File: src/rtl/cbm2_rom_pkg.sv
// ============================================================================
// Module : cbm2_rom_pkg
// Brief  : Shared constants and types for the CBM-II ROM download path.
// Rev    : 1.0  initial release
// ============================================================================
`default_nettype none

package cbm2_rom_pkg;

  localparam logic [7:0] ROM_IDX_BASIC  = 8'd0;
  localparam logic [7:0] ROM_IDX_KERNAL = 8'd1;
  localparam logic [7:0] ROM_IDX_CHAR   = 8'd2;

  localparam logic [7:0] c_default_pad_byte = 8'hFF;

  typedef enum logic [1:0] {
    IDLE = 2'd0,
    LOAD = 2'd1,
    PAD  = 2'd2,
    DONE = 2'd3
  } rom_loader_state_t;

endpackage

`default_nettype wire

File: src/rtl/rom_loader.sv
// ============================================================================
// Module : rom_loader
// Brief  : Maps one ioctl download file window onto a ROM write port, then
//          pads the unwritten tail. Optional checksum: ROM_LOADER_CHECKSUM_EN.
// Rev    : 1.0  initial release
// ============================================================================
`default_nettype none

module rom_loader
  import cbm2_rom_pkg::*;
#(
  parameter int         ADDRWIDTH = 14,
  parameter logic [7:0] INDEX     = 8'd0,
  parameter logic [7:0] PAD_BYTE  = c_default_pad_byte
) (
  input  logic                 clock,
  input  logic                 reset,
  input  logic                 ioctl_download,
  input  logic [7:0]           ioctl_index,
  input  logic [24:0]          ioctl_addr,
  input  logic [7:0]           ioctl_dout,
  input  logic                 ioctl_wr,
  output logic                 ioctl_wait,
  input  logic [24:0]          base_addr,
  output logic [ADDRWIDTH-1:0] rom_addr,
  output logic [7:0]           rom_data,
  output logic                 rom_wren,
  output logic                 busy,
  output logic                 loaded,
  output logic                 overflow
`ifdef ROM_LOADER_CHECKSUM_EN
  ,
  output logic [15:0]          checksum
`endif
);

  localparam logic [ADDRWIDTH:0] c_hw_full = {1'b1, {ADDRWIDTH{1'b0}}};
  localparam logic [ADDRWIDTH:0] c_hw_one  = {{ADDRWIDTH{1'b0}}, 1'b1};

  rom_loader_state_t    r_state;
  logic [ADDRWIDTH:0]   r_hw;

  logic [24:0]          w_diff;
  logic                 w_below;
  logic                 w_in_win;
  logic                 w_above;
  logic [ADDRWIDTH:0]   w_off_p1;
  logic                 w_match;
  logic                 w_accept;

  // Subtracting first avoids base_addr + window overflowing 25 bits.
  assign w_diff   = ioctl_addr - base_addr;
  assign w_below  = (ioctl_addr < base_addr);
  assign w_in_win = !w_below && ((w_diff >> ADDRWIDTH) == 25'd0);
  assign w_above  = !w_below && !w_in_win;
  assign w_off_p1 = {1'b0, w_diff[ADDRWIDTH-1:0]} + c_hw_one;
  assign w_match  = ioctl_download && (ioctl_index == INDEX);
  // The output register doubles as the one-entry holder; ioctl_wait marks it full.
  assign w_accept = ioctl_wr && !ioctl_wait;

  always_ff @(posedge clock) begin
    if (reset) begin
      r_state    <= IDLE;
      r_hw       <= '0;
      rom_addr   <= '0;
      rom_data   <= '0;
      rom_wren   <= 1'b0;
      ioctl_wait <= 1'b0;
      busy       <= 1'b0;
      loaded     <= 1'b0;
      overflow   <= 1'b0;
`ifdef ROM_LOADER_CHECKSUM_EN
      checksum   <= '0;
`endif
    end else begin
      rom_wren   <= 1'b0;
      ioctl_wait <= 1'b0;
      case (r_state)
        IDLE: begin
          if (w_match) begin
            r_state  <= LOAD;
            r_hw     <= '0;
            loaded   <= 1'b0;
            overflow <= 1'b0;
            busy     <= 1'b1;
`ifdef ROM_LOADER_CHECKSUM_EN
            checksum <= '0;
`endif
          end
        end
        LOAD: begin
          if (!ioctl_download) begin
            if (r_hw == c_hw_full) begin
              r_state <= DONE;
              loaded  <= 1'b1;
              busy    <= 1'b0;
            end else begin
              r_state <= PAD;
            end
          end else if (w_accept) begin
            if (w_in_win) begin
              rom_addr   <= w_diff[ADDRWIDTH-1:0];
              rom_data   <= ioctl_dout;
              rom_wren   <= 1'b1;
              ioctl_wait <= 1'b1;
              if (w_off_p1 > r_hw) r_hw <= w_off_p1;
`ifdef ROM_LOADER_CHECKSUM_EN
              checksum   <= checksum + {8'd0, ioctl_dout};
`endif
            end else if (w_above) begin
              overflow <= 1'b1;
            end
          end
        end
        PAD: begin
          if (w_match) begin
            r_state  <= LOAD;
            r_hw     <= '0;
            loaded   <= 1'b0;
            overflow <= 1'b0;
            busy     <= 1'b1;
`ifdef ROM_LOADER_CHECKSUM_EN
            checksum <= '0;
`endif
          end else if (r_hw == c_hw_full) begin
            r_state <= DONE;
            loaded  <= 1'b1;
            busy    <= 1'b0;
          end else begin
            rom_addr <= r_hw[ADDRWIDTH-1:0];
            rom_data <= PAD_BYTE;
            rom_wren <= 1'b1;
            r_hw     <= r_hw + c_hw_one;
          end
        end
        DONE: begin
          r_state <= IDLE;
        end
        default: begin
          r_state <= IDLE;
        end
      endcase
    end
  end

endmodule

`default_nettype wire

File: config.mk
export PLATFORM = sky130hd
export DESIGN_NAME = rom_loader
export DESIGN_NICKNAME = d
export VERILOG_FILES = /design/src/rtl/cbm2_rom_pkg.sv /design/src/rtl/rom_loader.sv
export SDC_FILE = /design/constraint.sdc
export NUM_CORES = 1
export LEC_CHECK = 0
export CORE_MARGIN = 2
export CORE_UTILIZATION = 43
export CTS_BUF_LIST = sky130_fd_sc_hd__clkbuf_4 sky130_fd_sc_hd__clkbuf_8
export CTS_CLUSTER_DIAMETER = 150
export DETAILED_ROUTE_END_ITERATION = 10
export GPL_ROUTABILITY_DRIVEN = 0
export PLACE_DENSITY_LB_ADDON = 0.12
export SLEW_MARGIN = 25
export SYNTH_ARGS = -nofsm -noshare
export SYNTH_HDL_FRONTEND = slang
export SYNTH_SLANG_ARGS = --single-unit
File: constraint.sdc
create_clock -name clock -period 4.75 [get_ports clock]
set_clock_uncertainty 0.15 [all_clocks]
set_input_delay 0.7125 -clock clock [delete_from_list [all_inputs] [get_ports clock]]
set_output_delay 0.7125 -clock clock [all_outputs]
set_load 0.01 [all_outputs]
==> results.yml <==
outcome:
  status: "complete, but fails checks"
  violations: "negative setup slack"
critical_path:
  worstRegToRegCells: 11
  required_ns: 4.82
  worstReg2RegEnd: "rom_addr[5]"
  critPathArrivalTime_ns: 4.84
  critPathMaxFanout: 7
  r2r_start: "r_state[0]"
  start_kind: "input port"
  path_class: "input port to register"
  r2r_setup_slack_ns: 1.04
  cp-end-kind: "register"
die:
  die_x_um: 114.1
  fp.dieH_um: 114.1
  initial_core_util_pct: 43.73
  dieArea_um2: 13010
  rows: 40
  pin_count: 97
  core_area_um2: 11910
detailed_routing:
  wl_um: 16940
  wl_met3_um: 1117
  antenna_left: 0
  wire_per_inst_um: 16.32
  wl_met1_um: 6967
  dr_total_vias: 6171
  drt_iter0_drc: 556
  wl_met2_um: 8266
  via_per_inst: 5.945
  drcViolationCount: 0
  dr.pass1.iters: 5
  routed.top_layer: "met4"
placement:
  dpl.hpwl_um: 12530
  portBuffers: 96
  placedCellCount: 997
sta:
  rsz0062_at_grt: "yes"
  setup_viol: 5
  slew_violations: 0
  hold_violations: 0
  tightest_slew_ns: 0.7782
  max_freq_mhz: 209.8
  worst_slack_ns: -0.01551
  max_slew_margin_pct: 48.12
  post-route-period-util_pct: 100.3
  tns_ns: -0.04216
  layout_min_cycle_time_ns: 4.766
global_route:
  grt_max_degree: 37
  grtUsageTotal_pct: 25.39
  grt_antenna_before_repair: 0
  grt_pass1_vias: 5851
  grt_pass1_wl_um: 27390
  gr-total-overflow: 0
cells_and_area:
  finalNetCount: 1007
  final_cell_mix: "118 x buf_4, 80 x clkdlybuf4s50_1, 55 x nand2_1"
  finalNonFillerCells: 1038
  diodes: 0
  final_common_cell: "buf_4"
  drive_gt1_share_pct: 27.27
  final_util_pct: 65.55
  syn_to_final_growth_pct: 49.89
synth:
  ys_types: 83
  async_flop_share_pct: 0
  synth_fa_ha_area_share_pct: 11.43
  synthFlopType: "dfxtp_1"
  synthesis.area_um2: 5209
  synth_compound_area_share_pct: 30.80
  syn-mean-instance-area_um2: 7.452
  synth-seq-cells: 44
  synth_edf_count: 0
  synth_xor_area_share_pct: 5.381
  synthCells: 699
  synth_top_family_by_area: "compound AO/OA/AOI/OAI gates"
  ys_seq_area_share_pct: 16.91
  synth-simple-area-share_pct: 26.95
  yosysWarnings: 0
  synth_fp_nets: 816
  muxShareOfSynthArea_pct: 1.249
worst_hold_path:
  whs_path_depth: 2
  hp-start: "rom_addr[13]"
  min_path_type: "register to register"
  hold-path-endpoint: "rom_addr[13]"
cts:
  cts_hold_buf: 0
  clock_sink_count: 44
  ctsLongestPathBuffers: 2
  cts_tree: "done"
  htreeDepth: 2
  clk_pin_slew_ns: 0.08
  cts-root-buf: "clkbuf_8"
  clk_latency_ns: 0.30
  numCtsBuffers: 5
power_and_ir_drop:
  switching_share_pct: 39.84
  pwr_density_cell_nw_per_um2: 246.4
  p_leak_nw: 3.058
  clkPwrFrac_pct: 15.0
  seq_power_share_pct: 22.1
  power_mw: 1.924
  p_switching_mw: 0.7666
  p_int_mw: 1.157
  comb_power_share_pct: 62.9
  ir_worst_vdd_v: 0.0001179
job:
  cap_violations: 0
==> cells in the mapped netlist (4+ instances only) <==
library cell  instances  area (um^2)
nand2_1              57        214.0
inv_1                54        202.7
nor2_1               50        187.7
ha_1                 46        575.6
dfxtp_1              44        880.8
o21ai_0              37        185.2
a21oi_1              31        155.2
nor3_1               31        155.2
nand3_1              25        125.1
xnor2_1              24        210.2
clkbuf_1             19        71.32
buf_2                17        85.08
nand4_1              17        106.4
o31ai_1              17        127.6
o211ai_1             14        105.1
a211oi_1             13        97.59
a22oi_1              11        82.58
nor2b_1              11        68.82
nor4_1               10        62.56
nand2b_1              9        56.30
o21ai_1               9        45.04
a21o_1                8        60.06
o221a_1               8        90.09
xor2_1                8        70.07
a311oi_1              6        52.55
o21a_1                6        45.04
a221oi_1              5        43.79
and3_1                5        31.28
nor3b_1               5        37.54
a21oi_2               4        35.03
a22o_1                4        35.03
a31oi_1               4        25.02
and2_1                4        25.02
and4_1                4        35.03
nor4b_1               4        35.03
or4_1                 4        30.03
==> critical path: stages <==
cell and delay [ns]:
clkdlybuf4s50_1 0.50, ha_4 0.23, buf_4 0.14, nand3_1 0.07
nand2_1 0.16, nand2b_1 0.17, o31ai_4 0.10, or4_1 0.60
xnor2_1 0.17, ha_1 0.29, nand2_1 0.10, nor3_2 0.06
a221o_1 0.34, a41o_1 0.24, nor4b_4 0.30, buf_4 0.17
and4_4 0.27, o211ai_1 0.11, o31ai_1 0.09
==> area by class of cell <==
type	count	area, um^2
Inverter	54	210.2
Sequential cell	44	880.8
Clock buffer	6	76.32
Fill cell	1029	4104
Timing Repair Buffer	223	1962
Clock inverter	2	35.03
Multi-Input combinational cell	562	4459
Tap cell	147	183.9
==> stage by stage <==
step	setup slack, ns	area, um^2	hold WS (ns)
after floorplan	-0.04275	5294	0.3268
after global placement	-0.6901	6975	0.3048
after detailed placement	-0.8907	6975	0.3152
after CTS	-0.05122	7599	0.3262
after global routing	-0.2211	7807	0.3387
final	-0.01551	7807	0.3188
==> power groups by stage <==
stage	registers, mW	clock network (mW)	logic [mW]
2_1_floorplan	0.449	0	0.595
3_3_place_gp	0.432	0	1.01
3_5_place_dp	0.434	0	1.03
4_1_cts	0.425	0.293	1.14
5_1_grt	0.431	0.311	1.31
6_report	0.425	0.289	1.21
==> state kept, by name, indices dropped and copies added, names as in the netlist <==
| signal | cells |
|---|---|
| overflow | 1 |
| ioctl_wait | 1 |
| busy | 1 |
| rom_addr | 14 |
| loaded | 1 |
| rom_data | 8 |
| r_state | 2 |
| r_hw | 15 |
| rom_wren | 1 |
==> worst max path at each step <==
| stage | startpoint | slack, ns | cells after the start | to |
|---|---|---|---|---|
| global route | ioctl_addr[0] | -0.22 | 23 | r_hw[9] |
| detailed placement | ioctl_addr[0] | -0.89 | 21 | r_hw[13] |
| global placement | ioctl_addr[0] | -0.69 | 20 | r_hw[13] |
| CTS | ioctl_addr[0] | -0.05 | 20 | r_hw[13] |
| floorplan | ioctl_addr[0] | -0.04 | 20 | r_hw[10] |
| finish | ioctl_addr[7] | -0.02 | 19 | r_hw[9] |
==> metal layers <==
| layer | vias to the layer above | global-route usage, % |
|---|---|---|
| li1 | 3001 | - |
| met5 | - | 0 |
| met2 | 255 | 44.80 |
| met1 | 2872 | 32.17 |
| met4 | 0 | 9.350 |
| met3 | 43 | 2.329 |
==> what timing repair did <==
item	CTS	global route
setup endpoints to repair	15	15
pin swaps	60	26
setup buffers	23	8
gates cloned	1	1
gates resized for setup	98	30
==> cell families (layout without fill, tap and decap cells) <==
group           count (synthesis)  in the layout
buf+inv                        94            285
fa+ha+maj                      47             47
flops                          44             44
compound gates                216            216
mux                             6              6
simple gates                  260            261
xor+xnor                       32             32
Note: power is estimated with default switching activity, not from simulation.
